==> config.mk <==
export PLATFORM = sky130hd
export DESIGN_NAME = ghost_ram_loader
export DESIGN_NICKNAME = d
export VERILOG_FILES = /design/src/rtl/ghost_pkg.sv /design/src/rtl/ghost_word_fifo.sv /design/src/rtl/ghost_ram_loader.sv
export SDC_FILE = /design/constraint.sdc
export NUM_CORES = 1
export LEC_CHECK = 0
export ABC_AREA = 1
export CORE_AREA = 2 2 114 116
export CTS_CLUSTER_DIAMETER = 100
export CTS_CLUSTER_SIZE = 12
export DETAILED_ROUTE_END_ITERATION = 16
export DIE_AREA = 0 0 116 118
export GPL_TIMING_DRIVEN = 1
export MAX_ROUTING_LAYER = met4
export PLACE_DENSITY = 0.7
export SYNTH_ARGS = -nofsm -noshare
export SYNTH_HDL_FRONTEND = slang
export SYNTH_SLANG_ARGS = --single-unit
export TNS_END_PERCENT = 50
==> constraint.sdc <==
create_clock -name clk -period 8.5 [get_ports clk]
set_clock_uncertainty 0.2 [all_clocks]
set_input_delay 1.7 -clock clk [delete_from_list [all_inputs] [get_ports clk]]
set_output_delay 1.7 -clock clk [all_outputs]
set_load 0.1 [all_outputs]
==> src/rtl/ghost_pkg.sv <==
// Shared types and constants for the ghost sprite pattern RAM loader.
package ghost_pkg;

  localparam int PIX_W        = 2;
  localparam int PIX_PER_WORD = 16;
  localparam int WORD_ADDR_W  = 6;
  localparam int WORD_BITS    = PIX_W * PIX_PER_WORD;

  typedef enum logic [1:0] {
    IDLE,
    UNPACK,
    CLEAR
  } loader_state_e;

  typedef struct packed {
    logic [WORD_ADDR_W-1:0] addr;
    logic [WORD_BITS-1:0]   data;
  } fifo_entry_t;

endpackage

==> src/rtl/ghost_word_fifo.sv <==
// Two-entry synchronous FIFO holding packed pattern words ahead of the unpacker.
module ghost_word_fifo
  import ghost_pkg::*;
(
  input  logic        clk,
  input  logic        reset_n,
  input  logic        i_push,
  input  fifo_entry_t i_din,
  input  logic        i_pop,
  output fifo_entry_t o_dout,
  output logic [1:0]  o_count,
  output logic        o_full,
  output logic        o_empty
);

  fifo_entry_t r_mem [2];
  logic        r_wr_ptr;
  logic        r_rd_ptr;
  logic [1:0]  r_count;
  logic        w_do_push;
  logic        w_do_pop;

  assign o_full    = (r_count == 2'd2);
  assign o_empty   = (r_count == 2'd0);
  assign o_count   = r_count;
  assign o_dout    = r_mem[r_rd_ptr];
  assign w_do_push = i_push && !o_full;
  assign w_do_pop  = i_pop && !o_empty;

  always_ff @(posedge clk or negedge reset_n) begin
    if (!reset_n) begin
      r_wr_ptr <= 1'b0;
      r_rd_ptr <= 1'b0;
      r_count  <= 2'd0;
    end else begin
      if (w_do_push) r_wr_ptr <= ~r_wr_ptr;
      if (w_do_pop)  r_rd_ptr <= ~r_rd_ptr;
      case ({w_do_push, w_do_pop})
        2'b10:   r_count <= r_count + 2'd1;
        2'b01:   r_count <= r_count - 2'd1;
        default: ;
      endcase
    end
  end

  // Storage needs no reset; the count alone decides what is valid.
  always_ff @(posedge clk) begin
    if (w_do_push) r_mem[r_wr_ptr] <= i_din;
  end

endmodule

==> src/rtl/ghost_ram_loader.sv <==
// Serialises packed 16-pixel pattern words into single-pixel sprite RAM writes
// and performs a full-RAM chroma-key clear on request.
module ghost_ram_loader
  import ghost_pkg::*;
#(
  parameter int ADDR       = 10,
  parameter int WORD_W     = 32,
  parameter int FIFO_DEPTH = 2
) (
  input  logic              clk,
  input  logic              reset_n,
  input  logic              wr_valid,
  output logic              wr_ready,
  input  logic [ADDR-5:0]   wr_addr,
  input  logic [WORD_W-1:0] wr_data,
  input  logic              clr_req,
  output logic              we,
  output logic [ADDR-1:0]   addr_w,
  output logic [PIX_W-1:0]  pixel_in,
  output logic              busy,
  output logic              clr_done
);

  loader_state_e r_state;
  loader_state_e w_next;
  fifo_entry_t   r_word;
  fifo_entry_t   w_fifo_dout;
  fifo_entry_t   w_in_entry;
  logic [3:0]    r_col;
  logic [ADDR-1:0] r_clr_addr;
  logic          r_clr_pend;
  logic          r_clr_done;
  logic [1:0]    w_count;
  logic          w_full;
  logic          w_empty;
  logic          w_accept;
  logic          w_last;
  logic          w_need;
  logic          w_pop;
  logic          w_bypass;
  logic          w_push;
  logic          w_load;
  logic          w_clr_last;

  assign w_in_entry = fifo_entry_t'({wr_addr, wr_data});
  assign wr_ready   = (int'(w_count) < FIFO_DEPTH) && !r_clr_pend && (r_state != CLEAR);
  assign w_accept   = wr_valid && wr_ready;
  assign w_last     = (r_state == UNPACK) && (r_col == 4'(PIX_PER_WORD - 1));
  assign w_need     = (r_state == IDLE) || w_last;
  // An accepted word skips the FIFO when the unpacker wants one and nothing is queued.
  assign w_pop      = w_need && !w_empty;
  assign w_bypass   = w_need && w_empty && w_accept;
  assign w_push     = w_accept && !w_bypass && !w_full;
  assign w_load     = w_pop || w_bypass;
  assign w_clr_last = (r_state == CLEAR) && (&r_clr_addr);
  assign busy       = (r_state != IDLE) || !w_empty || r_clr_pend;
  assign clr_done   = r_clr_done;

  ghost_word_fifo u_fifo (
    .clk     (clk),
    .reset_n (reset_n),
    .i_push  (w_push),
    .i_din   (w_in_entry),
    .i_pop   (w_pop),
    .o_dout  (w_fifo_dout),
    .o_count (w_count),
    .o_full  (w_full),
    .o_empty (w_empty)
  );

  always_ff @(posedge clk or negedge reset_n) begin
    if (!reset_n) r_state <= IDLE;
    else          r_state <= w_next;
  end

  // Queued words always drain before a pending clear is allowed to start.
  always_comb begin
    w_next = r_state;
    unique case (r_state)
      IDLE: begin
        if (w_load)          w_next = UNPACK;
        else if (r_clr_pend) w_next = CLEAR;
      end
      UNPACK: begin
        if (w_last) begin
          if (w_load)          w_next = UNPACK;
          else if (r_clr_pend) w_next = CLEAR;
          else                 w_next = IDLE;
        end
      end
      CLEAR: begin
        if (w_clr_last) w_next = IDLE;
      end
      default: w_next = IDLE;
    endcase
  end

  always_comb begin
    we       = 1'b0;
    addr_w   = '0;
    pixel_in = '0;
    case (r_state)
      UNPACK: begin
        we       = 1'b1;
        addr_w   = {r_word.addr, r_col};
        pixel_in = r_word.data[{r_col, 1'b0} +: PIX_W];
      end
      CLEAR: begin
        we     = 1'b1;
        addr_w = r_clr_addr;
      end
      default: ;
    endcase
  end

  always_ff @(posedge clk or negedge reset_n) begin
    if (!reset_n) begin
      r_word     <= '0;
      r_col      <= 4'd0;
      r_clr_addr <= '0;
      r_clr_pend <= 1'b0;
      r_clr_done <= 1'b0;
    end else begin
      if (w_load) begin
        r_word <= w_pop ? w_fifo_dout : w_in_entry;
        r_col  <= 4'd0;
      end else if ((r_state == UNPACK) && !w_last) begin
        r_col <= r_col + 4'd1;
      end

      if ((w_next == CLEAR) && (r_state != CLEAR)) r_clr_addr <= '0;
      else if (r_state == CLEAR)                   r_clr_addr <= r_clr_addr + 1'b1;

      r_clr_done <= w_clr_last;

      if (w_clr_last)   r_clr_pend <= 1'b0;
      else if (clr_req) r_clr_pend <= 1'b1;
    end
  end

endmodule

# After elaboration in Yosys (flattened, before gate mapping)
# Memories as Yosys holds them, arrays and structs flattened.
# Index checks and enable logic that the tools add are counted.
# W data, S select, Z words.
word_totals:
  output_inout_bits: 16
  word_cells: 79
  mem_bits_rw: 76
  input_bits: 42
  reg_bits: 60
  mem_count: 1
op_classes:
  n_reduce_logical: 32
  muxes: 20
  n_lt_le_gt_ge: 1
  bitwise_logic: 2
  n_eq_ne: 8
  shift: 1
  addsub: 4
mem_list:
  columns: ["name", "words", "width", "rd", "rd_ports_with_merged_regs", "wr", "line_no", "rtl"]
  rows:
  - ["u_fifo.r_mem", 2, 38, 1, 0, 1, "ghost_word_fifo.sv:16", "fifo_entry_t r_mem [2];"]
ops:
  columns: ["operator", "n"]
  rows:
  - ["$mux W38", 1]
  - ["$shiftx A32 B6 Y2", 1]
  - ["$mux W10", 2]
  - ["$pmux W10 S2", 1]
  - ["$logic_and A1 B1 Y1", 14]
  - ["$mux W2", 7]
  - ["$add A10 B1 Y10 const B", 1]
  - ["$reduce_and A10 Y1", 1]
  - ["$reduce_bool A2 Y1", 5]
  - ["$eq A2 B2 Y1 const B", 4]
  - ["$mux W4", 2]
  - ["$pmux W2 S3", 1]
  - ["$logic_not A1 Y1", 5]
  - ["$mux W1", 5]
  - ["$add A4 B1 Y4 const B", 1]
  - ["$eq A2 B1 Y1 const B", 2]
  - ["$eq A4 B4 Y1 const B", 1]
  - ["$logic_not A2 Y1", 2]
  - ["$logic_or A1 B1 Y1", 4]
  - ["$pmux W2 S2", 1]
  - ["$add A2 B1 Y2 const B", 1]
  - ["$lt A2 B2 Y1 const B", 1]
  - ["$ne A2 B2 Y1 const B", 1]
  - ["$not A1 Y1", 2]
  - ["2 further kinds", 2]

# Longest topological paths before layout
# Gate-level depths: netlist of run 1.
depth:
  depth_word: 12
  mapped_depth: 14
  depth_no_buf: 13

# Modules after synthesis
# Synthesis of run 1 repeated with hierarchy kept, for this count alone.
hier_totals:
  cells_unflattened: 662
  hier_area_um2: 6224.7
by_module_without_submodules:
  columns: ["mod", "cells_per_inst", "seq_area_each_um2", "n_inst", "area_per_inst_um2"]
  rows:
  - ["ghost_ram_loader", 431, 1401.3, 1, 3236.9]
  - ["ghost_word_fifo", 231, 2382.3, 1, 2987.9]

# Worst setup path before layout of run 1
# No wires, ideal clock.
synth_path:
  path_type: "register -> register"
  from: "reg r_state[0]"
  to: "mem u_fifo.r_mem[0][0] (netlist name) (enable)"
  path_stages_with_launch: 7
  synth_period_minus_slack_ps: 5805
  required_ps: 7867
  slack_ps: 2695
  path_buffers: 1
  setup_time_ps: 433
  arrival_time_ps: 5172
  cell_sequence: "dfrtp_1 inv_1 ha_1 buf_4 nor3_1 nand3_1 nor2_1"
synth_between:
  word_cells_on_any_way: 15
  classes_between: "eq/ne (2); mux (2); reduce/logical (11)"
synth_rtl:
  columns: ["item", "line_no", "rtl"]
  rows:
  - ["start: declaration", "ghost_ram_loader.sv:24", "loader_state_e r_state;"]
  - ["start signal: assignment", "ghost_ram_loader.sv:73", "else r_state <= w_next;"]
  - ["$ne A2 B2 Y1 (*)", "ghost_ram_loader.sv:46", "assign wr_ready = (int'(w_count) < FIFO_DEPTH) && !r_clr_pend && (r_state != CLEAR);"]
  - ["$logic_and A1 B1 Y1 (*)", "ghost_ram_loader.sv:46", null]
  - ["named net wr_ready", "ghost_ram_loader.sv:13", "output logic wr_ready,"]
  - ["$logic_and A1 B1 Y1 (*)", "ghost_ram_loader.sv:47", "assign w_accept = wr_valid && wr_ready;"]
  - ["$logic_and A1 B1 Y1", "ghost_ram_loader.sv:52", "assign w_bypass = w_need && w_empty && w_accept;"]
  - ["$logic_not A1 Y1", "ghost_ram_loader.sv:53", "assign w_push = w_accept && !w_bypass && !w_full;"]
  - ["$logic_and A1 B1 Y1 (*) (2 in a row)", "ghost_ram_loader.sv:53", null]
  - ["$logic_and A1 B1 Y1 (*)", "ghost_word_fifo.sv:27", "assign w_do_push = i_push && !o_full;"]
  - ["$mux W1 (*)", "ghost_word_fifo.sv:48", "if (w_do_push) r_mem[r_wr_ptr] <= i_din;"]
  - ["$mux W1 (not written as such) (*)", "ghost_word_fifo.sv:48", null]
  - ["end: declaration", "ghost_word_fifo.sv:16", null]
# The timed path passes the listed nets; every way through them passes the cells marked *.

# Worst setup path after layout of run 1
layout_path:
  from: "reg r_col[0]"
  to: "out pixel_in[0]"
layout_between:
  elab_chain_cells: 2
layout_lines:
  columns: ["item", "line_no", "rtl"]
  rows:
  - ["start: declaration", "ghost_ram_loader.sv:29", "logic [3:0] r_col;"]
  - ["start signal: assignment", "ghost_ram_loader.sv:128", "r_col <= r_col + 4'd1;"]
  - ["$shiftx A32 B6 Y2", "ghost_ram_loader.sv:106", "pixel_in = r_word.data[{r_col, 1'b0} +: PIX_W];"]
  - ["$mux W2", "ghost_ram_loader.sv:102", "case (r_state)"]
  - ["end: declaration", "ghost_ram_loader.sv:19", "output logic [PIX_W-1:0] pixel_in,"]
# No other way between the ends.

==> out/metrics.yaml, run 1 <==
run_status:
  status: "finished, final reports clean"
drt:
  wl_per_cell_um: 16.5
  totalWireLength_um: 13800
  num_vias: 4536
  routed_via_density: 5.44
  drtAntennaViolNets: 0
  drt_iter0_markers: 337
  route.detailed.drc: 0
  firstDrtPassIters: 4
synth:
  muxShareOfSynthArea_pct: 0
  synth_edf_count: 76
  yosysSeqAreaShare_pct: 62.3
  synth_fa_ha_area_share_pct: 1.44
  synth_cell_type_count: 36
  yosysMostFrequentCell: "nand2_1"
  ys_warn_count: 0
  synth_fp_nets: 650
  synth_compound_area_share_pct: 14.3
  syn_inst: 601
  yosys.area_share.xor_xnor_pct: 0.866
  async_flop_share_pct: 44.1
  synth-simple-area-share_pct: 15.6
  syn_area_um2: 6070
  synth_commonest_cells: "nand2_1, nor2_1, edfxtp_1"
  synth_seq_cells: 136
  synth_top_family_by_area: "simple AND/OR/NAND/NOR gates"
  synth_top_cell_by_area: "edfxtp_1"
  synth_flop_cell: "edfxtp_1"
  syn_avg_cell_area_um2: 10.1
  synth.top_cells.by_area: "edfxtp_1, dfrtp_1, o21ai_0, nand2_1, nor2_1"
  synth_top_area_share_pct: 37.6
worst_setup_path:
  cp_slowest_cell: "clkdlybuf4s50_1"
  path_buf_inv: 2
  crit_start: "r_col[0]$_DFFE_PN0P_"
  crit_type: "flop to primary output"
  critPathTopFamily: "buffers and inverters"
  crit_path_end_kind: "primary output"
  crit_fanout: 24
  crit_arrival_ns: 3.29
  timing.rr.start: "r_state[0]$_DFF_PN0_"
  critPathRequiredTime_ns: 6.60
  crit_path_start_kind: "flop"
  crit_chain: "inv_1 > a21oi_1 > o21ai_0 > nand3_1 > nand3_1 > a21oi_1 > clkdlybuf4s50_1"
  critPathMaxStageDelay_ns: 1.17
sta:
  setup_tns_ns: 0
  fin_crit_ns: 5.19
  post-route-period-util_pct: 61.1
  slew_headroom_pct: 19.8
  setup_violations: 0
  hold_ws_ns: 0.291
  max_freq_mhz: 193
  finalHoldViolCount: 0
  slew_viol_final: 0
  max_slew.worst_pin.slew_ns: 1.20
  rsz0062_at_grt: "false"
finish:
  num_antenna_cells: 0
  fin_nets: 698
  area_growth_pct: 21.2
  n_fill_cell: 1078
  multiInputGateArea_um2: 1980
  drive_gt1_share_pct: 8.01
  ff_latch_area_um2: 3780
global_route:
  grt_pass1_vias: 4548
  grt_max_degree: 79
  antenna_found_initial: 0
  grt_pass1_wl_um: 22600
  overflow: 0
  gr-usage-all-layers_pct: 21.9
floorplan:
  io_pins: 58
  die_h_um: 118
  fp.dieW_um: 116
  rows: 41
  initial_utilization_pct: 48.9
  die_area_um2: 13700
  core_area_um2: 12400
clocking:
  cts_sinks: 136
  cts_buffers: 17
  cts.reportedPaths.clkPinSlew_ns: 0.06
  clock-root-buffer: "clkbuf_16"
  clkLatencyLatePin_ns: 0.42
  cts_tree: "yes"
  post_cts_buffers: 0
  htree_num_levels: 4
  cts_hold_buf: 0
  cts_buffer_depth: 2
  cts_resized: 0
placement:
  portBuffers: 57
  post-dp-hpwl_um: 8420
  gp_congestion: 0.879
pwr:
  max-vdd-ir-drop_uv: 317
  power.leakage_nw: 2.92
  powerDensity_nw_per_um2: 315
flow_run:
  max-cap-violations: 0
worst_hold_path:
  hp-class: "flop to flop"
  worstHoldStart: "r_word[25]$_DFFE_PN0N_"
## stage by stage
step / utilization (%) / cell area [µm²] / power, mW / setup slack (ns) / instances
after floorplan: - / 6070 / 1.38 / 2.69 / 601
after global placement: 54.3 / 6740 / 1.54 / 3.86 / 802
after detailed placement: 54.3 / 6740 / 1.56 / 3.75 / 802
after CTS: 59.3 / 7360 / 2.33 / 3.30 / 834
after global routing: 59.3 / 7360 / 2.43 / 3.11 / 834
final: 59.3 / 7360 / 2.31 / 3.31 / 834
## cells by family after synthesis
logic type | Yosys count
adder cells (fa/ha/maj) | 7
XOR/XNOR | 6
flip-flops | 136
AO/OA/AOI/OAI | 150
AND/OR/NAND/NOR | 224
buffers and inverters | 78
## flip-flops by register name, indices dropped and copies added (netlist names)
register         cells
clr_done             1
r_word              38
u_fifo.r_mem        76
r_state              2
r_clr_addr          10
r_clr_pend           1
r_col                4
u_fifo.r_rd_ptr      1
u_fifo.r_wr_ptr      1
u_fifo.o_count       2
## layout make-up
cell class | instances | area share (%)
sequential | 136 | 51.4
multi-input combinational | 387 | 26.9
timing repair buffer | 61 | 8.09
clock buffer | 19 | 6.02
tap | 172 | 2.92
clock inverter | 13 | 2.35
inverter | 46 | 2.35
## path summary, 6_finish.rpt
| check | to | slack (ns) | cells after the start |
|---|---|---|---|
| setup / recovery | pixel_in[0] | 3.31 | 7 |
| hold / removal | r_word[25]$_DFFE_PN0N_ | 0.29 | 2 |
| setup reg to reg | u_fifo.r_mem[0][18]$_DFFE_PP_ | 5.17 | 5 |
| hold reg to reg | r_word[25]$_DFFE_PN0N_ | 0.29 | 2 |
| max in group asynchronous | r_word[19]$_DFFE_PN0N_ | 6.32 | 2 |
| min in group asynchronous | r_word[34]$_DFFE_PN0N_ | 1.25 | 2 |
## worst reg2reg max path, stage by stage, from the launching register on
cell	delay [ns]
dfrtp_1	0.48
inv_1	0.11
ha_1	0.44
nor3_1	0.38
nand3_1	0.31
nor2_4	0.98
## layer usage
layer / global-route usage, % / vias up / share of wire, %
met1: 29.5 / 2235 / 46
met4: 5.95 / 0 / 1.4
met5: - / - / 0
met2: 33.3 / 111 / 48
li1: - / 2171 / -
met3: 5.36 / 19 / 4.3
## cells in the final DEF, fill, tap and decap left out, types with 3 or more instances in the layout
| cell | Yosys | routed |
|---|---|---|
| edfxtp_1 | 76 | 76 |
| clkbuf_16 | 0 | 17 |
| or2_2 | 3 | 3 |
| o21ai_0 | 74 | 74 |
| nand2_1 | 93 | 93 |
| buf_4 | 7 | 4 |
| nand4_1 | 3 | 3 |
| clkdlybuf4s50_1 | 0 | 56 |
| a21oi_1 | 31 | 31 |
| nand3_1 | 26 | 26 |
| xor2_1 | 5 | 5 |
| bufinv_16 | 0 | 3 |
| inv_1 | 42 | 42 |
| dfrtp_1 | 60 | 60 |
| clkinv_4 | 0 | 5 |
| clkinvlp_4 | 0 | 4 |
| ha_1 | 7 | 7 |
| nor3_1 | 4 | 4 |
| o211ai_1 | 38 | 38 |
| nor2_1 | 85 | 83 |
## power breakdown
part           switching, mW  internal [mW]
registers             0.0830          0.784
logic                  0.487          0.203
clock network          0.287          0.472
total                  0.856           1.46
Note: power is estimated with default switching activity, not from simulation.
==> inputs of run 2 (changes only) <==
--- a/config.mk
+++ b/config.mk
@@ -13,7 +13,7 @@
 export DIE_AREA = 0 0 116 118
 export GPL_TIMING_DRIVEN = 1
 export MAX_ROUTING_LAYER = met4
-export PLACE_DENSITY = 0.7
+export PLACE_DENSITY = 0.72
 export SYNTH_ARGS = -nofsm -noshare
 export SYNTH_HDL_FRONTEND = slang
 export SYNTH_SLANG_ARGS = --single-unit
==> constraint.sdc (replaced) <==
create_clock -name clk -period 4.2 [get_ports clk]
set_clock_uncertainty 0.2 [all_clocks]
set_input_delay 0.84 -clock clk [delete_from_list [all_inputs] [get_ports clk]]
set_output_delay 0.84 -clock clk [all_outputs]
set_load 0.1 [all_outputs]
==> run 2 against run 1 <==
  * Utilization down 0.22 points
  * Worst setup slack lost 2.7 ns
  * Cell area fell by 0.37%
  * Flip-flop and latch count unchanged
  * Register-to-register slack worse by 4.1 ns
  * Sequential share of layout area grew 0.19 points
  * Critical path type unchanged
  * Largest cell class unchanged
==> out/metrics.yaml, run 2 (synthesized netlist as in run 1, its figures left out) <==
placement:
  portBuffers: 57  # unchanged
  post-dp-hpwl_um: 8530  # +1.4%
  gp_congestion: 0.917  # +4.2%
sta:
  setup_tns_ns: 0  # unchanged
  fin_crit_ns: 3.57
  setup_violations: 0  # unchanged
  slew_viol_final: 0  # unchanged
  finalHoldViolCount: 0  # unchanged
  post-route-period-util_pct: 84.9
  slew_headroom_pct: 32.8  # +13 points
  rsz0062_at_grt: "false"
  max_freq_mhz: 280
  max_slew.worst_pin.slew_ns: 1.01  # -0.192 ns
clocking:
  clock-root-buffer: "clkbuf_16"
  cts.reportedPaths.clkPinSlew_ns: 0.05  # about the same
  cts_buffers: 17  # unchanged
  cts_hold_buf: 0  # unchanged
  cts_buffer_depth: 2  # unchanged
  htree_num_levels: 4  # unchanged
  cts_resized: 0  # unchanged
  post_cts_buffers: 0  # unchanged
  cts_tree: "yes"
  clkLatencyLatePin_ns: 0.43  # about the same
  cts_sinks: 136  # unchanged
finish:
  top_register: "u_fifo.r_mem"
  fin_nets: 700  # +0.29%
  ff_latch_area_um2: 3780  # unchanged
  num_antenna_cells: 0  # unchanged
  fin_util_pct: 59.1  # -0.22 points
  n_fill_cell: 1054  # -2.2%
  final_common_cell: "nand2_1"
  largest_reg_flops: 76  # unchanged
  reg.largest.list: "u_fifo.r_mem: 76 flops, r_word: 38 flops, r_clr_addr: 10 flops"
  multiInputGateArea_um2: 1980  # +0.25%
  area_growth_pct: 20.8
  drive_gt1_share_pct: 10.7  # +2.7 points
  layout_common_cells: "nand2_1, nor2_1, edfxtp_1"
worst_setup_path:
  crit_type: "flop to primary output"
  crit_fanout: 24  # unchanged
  crit_path_start_kind: "flop"
  critPathRequiredTime_ns: 3.16  # -3.44 ns
  crit_path_end_kind: "primary output"
  crit_arrival_ns: 2.53  # -0.76 ns
floorplan:
  initial_utilization_pct: 48.9  # unchanged
  fp.dieW_um: 116  # unchanged
  core_area_um2: 12400  # unchanged
  die_h_um: 118  # unchanged
  rows: 41  # unchanged
  die_area_um2: 13700  # unchanged
  io_pins: 58  # unchanged
drt:
  drtAntennaViolNets: 0  # unchanged
  route.detailed.drc: 0  # unchanged
  num_vias: 4466  # -1.5%
  firstDrtPassIters: 6  # +2
  drt_iter0_markers: 347  # +3.0%
  routed_via_density: 5.34  # -1.8%
  wl_per_cell_um: 16.1  # -2.4%
  totalWireLength_um: 13500  # -2.2%
pwr:
  switchingPower_mw: 1.70  # +99%
  power.leakage_nw: 2.96  # +1.4%
  seqPwrFrac_pct: 37.9  # +0.4 points
  powerDensity_nw_per_um2: 633  # +100%
  clkPwrFrac_pct: 32.5  # -0.3 points
  swShare_pct: 36.7  # -0.32 points
  combPwrFrac_pct: 29.6  # -0.2 points
  max-vdd-ir-drop_uv: 321  # +1.3%
  p_int_mw: 2.94  # +100%
global_route:
  grt_pass1_wl_um: 21800  # -3.5%
  grt_pass1_vias: 4303  # -5.4%
  grt_max_degree: 78  # -1.3%
  antenna_found_initial: 0  # unchanged
  gr-usage-all-layers_pct: 21.4  # -0.49 points
  overflow: 0  # unchanged
run_status:
  status: "finished, final reports clean"
flow_run:
  max-cap-violations: 0  # unchanged
worst_hold_path:
  hp-class: "flop to flop"
run 2: final cells by class:
cell class              instances  area share (%)
inverters                      46            2.35
multi-input cells             387            27.0
repair buffers                 63            7.82
well taps                     172            2.94
clock inverters                13            2.08
clock buffers                  19            6.18
flip-flops and latches        136            51.6
run 2: stage by stage:
step	hold slack [ns]	std cells	setup slack, ns	cell area [µm²]	power [mW]
after detailed placement	0.269	804	0.995	6730	3.15
after global routing	0.306	836	0.386	7330	4.91
final	0.289	836	0.633	7330	4.64
after floorplan	0.244	601	-0.585	6080	2.79
after global placement	0.267	804	1.09	6730	3.11
after CTS	0.284	836	0.650	7330	4.66
run 2: worst paths after layout:
path,startpoint,depth (start not counted),slack [ns],end
max,r_col[0]$_DFFE_PN0P_,7,0.63,pixel_in[0]
min,r_word[35]$_DFFE_PN0N_,2,0.29,r_word[35]$_DFFE_PN0N_
max reg2reg,r_state[0]$_DFF_PN0_,10,1.10,r_col[1]$_DFFE_PN0P_
min reg2reg,r_word[35]$_DFFE_PN0N_,2,0.29,r_word[35]$_DFFE_PN0N_
max in group asynchronous,reset_n,2,2.63,r_clr_addr[8]$_DFFE_PN0P_
min in group asynchronous,reset_n,1,0.37,r_word[2]$_DFFE_PN0N_
run 2: power by group through the flow:
stage	Combinational, mW	Sequential (mW)	Clock [mW]
3_3_place_gp	1.33	1.77	0
6_report	1.38	1.76	1.51
3_5_place_dp	1.37	1.78	0
4_1_cts	1.38	1.76	1.52
5_1_grt	1.54	1.78	1.59
2_1_floorplan	1.10	1.70	0
run 2: per-layer routing:
metal	up-vias	track usage, %	part of all wire [%]
met4	0	7.14	1.5
li1	2173	-	-
met2	99	31.5	48
met3	17	5.87	5.0
met1	2177	28.8	46
met5	-	-	0
run 2: worst max-delay path, cell delays in order (launching register included):
cell and delay (ns):
dfrtp_1 0.74, inv_1 0.34, a21oi_1 0.21, o21ai_0 0.10
nand3_1 0.08, nand3_1 0.10, a21oi_1 0.20, buf_4 0.33
==> inputs of run 3 (changes only) <==
==> constraint.sdc (replaced) <==
create_clock -name clk -period 3 [get_ports clk]
set_clock_uncertainty 0.2 [all_clocks]
set_input_delay 0.6 -clock clk [delete_from_list [all_inputs] [get_ports clk]]
set_output_delay 0.6 -clock clk [all_outputs]
set_load 0.1 [all_outputs]
==> run 3 against run 2 <==
  * Cell area rose by 5.8%
  * Via count is 1.8% higher
  * Count of clock-buffer cells in the layout up 1
  * First-iteration DRC count decreased by 5.2%
  * Sequential share of layout area fell by 2.8 points
  * Die area is the same
  * Largest power group unchanged
==> out/metrics.yaml, run 3 (synthesized netlist as in run 1, its figures left out) <==
worst_setup_path:
  crit_arrival_ns: 2.05  # -0.48 ns
  crit_fanout: 11  # -54%
  crit_path_start_kind: "flop"
  crit_type: "flop to primary output"
  crit_path_end_kind: "primary output"
  critPathRequiredTime_ns: 2.20  # -0.96 ns
floorplan:
  core_area_um2: 12400  # unchanged
  io_pins: 58  # unchanged
  die_area_um2: 13700  # unchanged
  fp.dieW_um: 116  # unchanged
  rows: 41  # unchanged
  initial_utilization_pct: 48.9  # unchanged
  die_h_um: 118  # unchanged
global_route:
  met2_usage_pct: 32.7  # +1.2 points
  busiest_layer: "met2"
  grt_max_degree: 78  # unchanged
  gr-usage-all-layers_pct: 22.3  # +0.89 points
  use_met3_pct: 4.94  # -0.93 points
  grt_pass1_vias: 4529  # +5.3%
  overflow: 0  # unchanged
  antenna_found_initial: 0  # unchanged
  grt_util_met1_pct: 30.3  # +1.5 points
  grt_pass1_wl_um: 22700  # +4.1%
placement:
  post-dp-hpwl_um: 8810  # +3.3%
  placed_cell_area_um2: 7130  # +6.0%
  gp_congestion: 0.896  # -2.3%
  dp.cells: 810  # +0.75%
  portBuffers: 57  # unchanged
pwr:
  combPwrFrac_pct: 34.0  # +4.4 points
  power.leakage_nw: 3.06  # +3.6%
  switchingPower_mw: 2.49  # +46%
  powerDensity_nw_per_um2: 875  # +38%
  swShare_pct: 36.6  # about the same
  max-vdd-ir-drop_uv: 433  # +35%
  p_int_mw: 4.30  # +46%
  p_total_mw: 6.79  # +46%
  seqPwrFrac_pct: 36.1  # -1.8 points
  clkPwrFrac_pct: 29.9  # -2.6 points
sta:
  slew_headroom_pct: 55.5  # +23 points
  finalHoldViolCount: 0  # unchanged
  rsz0062_at_grt: "false"
  max_slew.worst_pin.slew_ns: 0.668  # -0.339 ns
  slew_viol_final: 0  # unchanged
  fin_crit_ns: 2.85
  setup_tns_ns: 0  # unchanged
  max_freq_mhz: 351
  post-route-period-util_pct: 94.9
  setup_violations: 0  # unchanged
  hold_ws_ns: 0.0214  # -0.267 ns
finish:
  area_growth_pct: 27.8
  reg.largest.list: "u_fifo.r_mem: 76 flops, r_word: 38 flops, r_clr_addr: 10 flops"
  final_common_cell: "nand2_1"
  largest_reg_flops: 76  # unchanged
  fin_nets: 711  # +1.6%
  top_register: "u_fifo.r_mem"
  finalInstanceArea_um2: 7760  # +5.8%
  layoutNonFillerInstCount: 846  # +1.2%
  layout_common_cells: "nand2_1, nor2_1, edfxtp_1"
  drive_gt1_share_pct: 14.5  # +3.8 points
  num_antenna_cells: 0  # unchanged
drt:
  wl_per_cell_um: 16.2  # +0.67%
  routed_via_density: 5.37  # +0.57%
  firstDrtPassIters: 5  # -1
  totalWireLength_um: 13700  # +1.9%
  num_vias: 4545  # +1.8%
  drt_iter0_markers: 329  # -5.2%
  route.detailed.drc: 0  # unchanged
  drtAntennaViolNets: 0  # unchanged
clocking:
  htree_num_levels: 4  # unchanged
  cts_buffers: 17  # unchanged
  cts_sinks: 136  # unchanged
  clkLatencyLatePin_ns: 0.42  # about the same
  cts_hold_buf: 0  # unchanged
  clock-root-buffer: "clkbuf_16"
  cts_tree: "yes"
  cts_buffer_depth: 2  # unchanged
  cts.reportedPaths.clkPinSlew_ns: 0.05  # about the same
flow_run:
  max-cap-violations: 0  # unchanged
run_status:
  status: "finished, final reports clean"
worst_hold_path:
  hp-class: "input port to async pin"
==> run 3: cell count changes in the layout (fill, tap and decap cells not counted), sizes merged <==
cell	change
clkdlybuf4s50	-1
clkinv	+1
buf	+12
clkinvlp	-3
clkbuf	+1
==> run 3: metal layers <==
layer / up-vias / share of wire (%)
met3: 26 / 5.3
li1: 2195 / -
met2: 132 / 48
met5: - / 0
met1: 2192 / 45
met4: 0 / 1.7
==> run 3: path summary, 6_finish.rpt <==
check,slack [ns],to,cells after the start,start
hold reg to reg,0.28,r_word[13]$_DFFE_PN0N_,2,r_word[13]$_DFFE_PN0N_
setup reg to reg,0.54,u_fifo.o_count[1]$_DFFE_PN0P_,10,r_state[1]$_DFF_PN0_
setup / recovery,0.15,addr_w[8],6,r_state[0]$_DFF_PN0_
min in group clk,0.28,r_word[13]$_DFFE_PN0N_,2,r_word[13]$_DFFE_PN0N_
max in group asynchronous,1.96,r_clr_addr[9]$_DFFE_PN0P_,2,reset_n
hold / removal,0.02,u_fifo.o_count[0]$_DFFE_PN0P_,1,reset_n
==> run 3: final cells by class <==
cell class | instances | area, µm²
clock inverter | 11 | 131
inverter | 46 | 180
clock buffer | 20 | 447
fill | 1021 | 4650
timing repair buffer | 74 | 878
sequential | 136 | 3790
tap | 172 | 215
multi-input combinational | 387 | 2120
==> run 3: power groups by stage <==
| stage | sequential [mW] | combinational, mW | clock (mW) |
|---|---|---|---|
| 6_report | 2.45 | 2.31 | 2.03 |
| 2_1_floorplan | 2.37 | 1.66 | 0 |
| 5_1_grt | 2.48 | 2.55 | 2.14 |
| 3_3_place_gp | 2.47 | 2.19 | 0 |
| 3_5_place_dp | 2.48 | 2.22 | 0 |
| 4_1_cts | 2.46 | 2.24 | 2.07 |
==> run 3: per-stage QoR <==
| step | util (%) | setup slack [ns] |
|---|---|---|
| after floorplan | - | -0.318 |
| after global placement | 57.4 | 0.351 |
| after detailed placement | 57.4 | 0.319 |
| after CTS | 62.1 | 0.0222 |
| after global routing | 62.5 | 0.00505 |
| final | 62.5 | 0.152 |
==> run 3: repair_timing <==
action,4_1_cts,5_1_grt
buffers inserted,0,5
resized for setup,4,3
pin swaps,0,0
endpoints found under the setup margin,5,11
cloned,0,0
==> run 3: critical path, stage by stage (launching register included) <==
cell,delay (ns)
dfrtp_1,0.46
inv_1,0.12
ha_2,0.36
buf_4,0.22
nand2_1,0.10
a21oi_4,0.18
buf_12,0.19
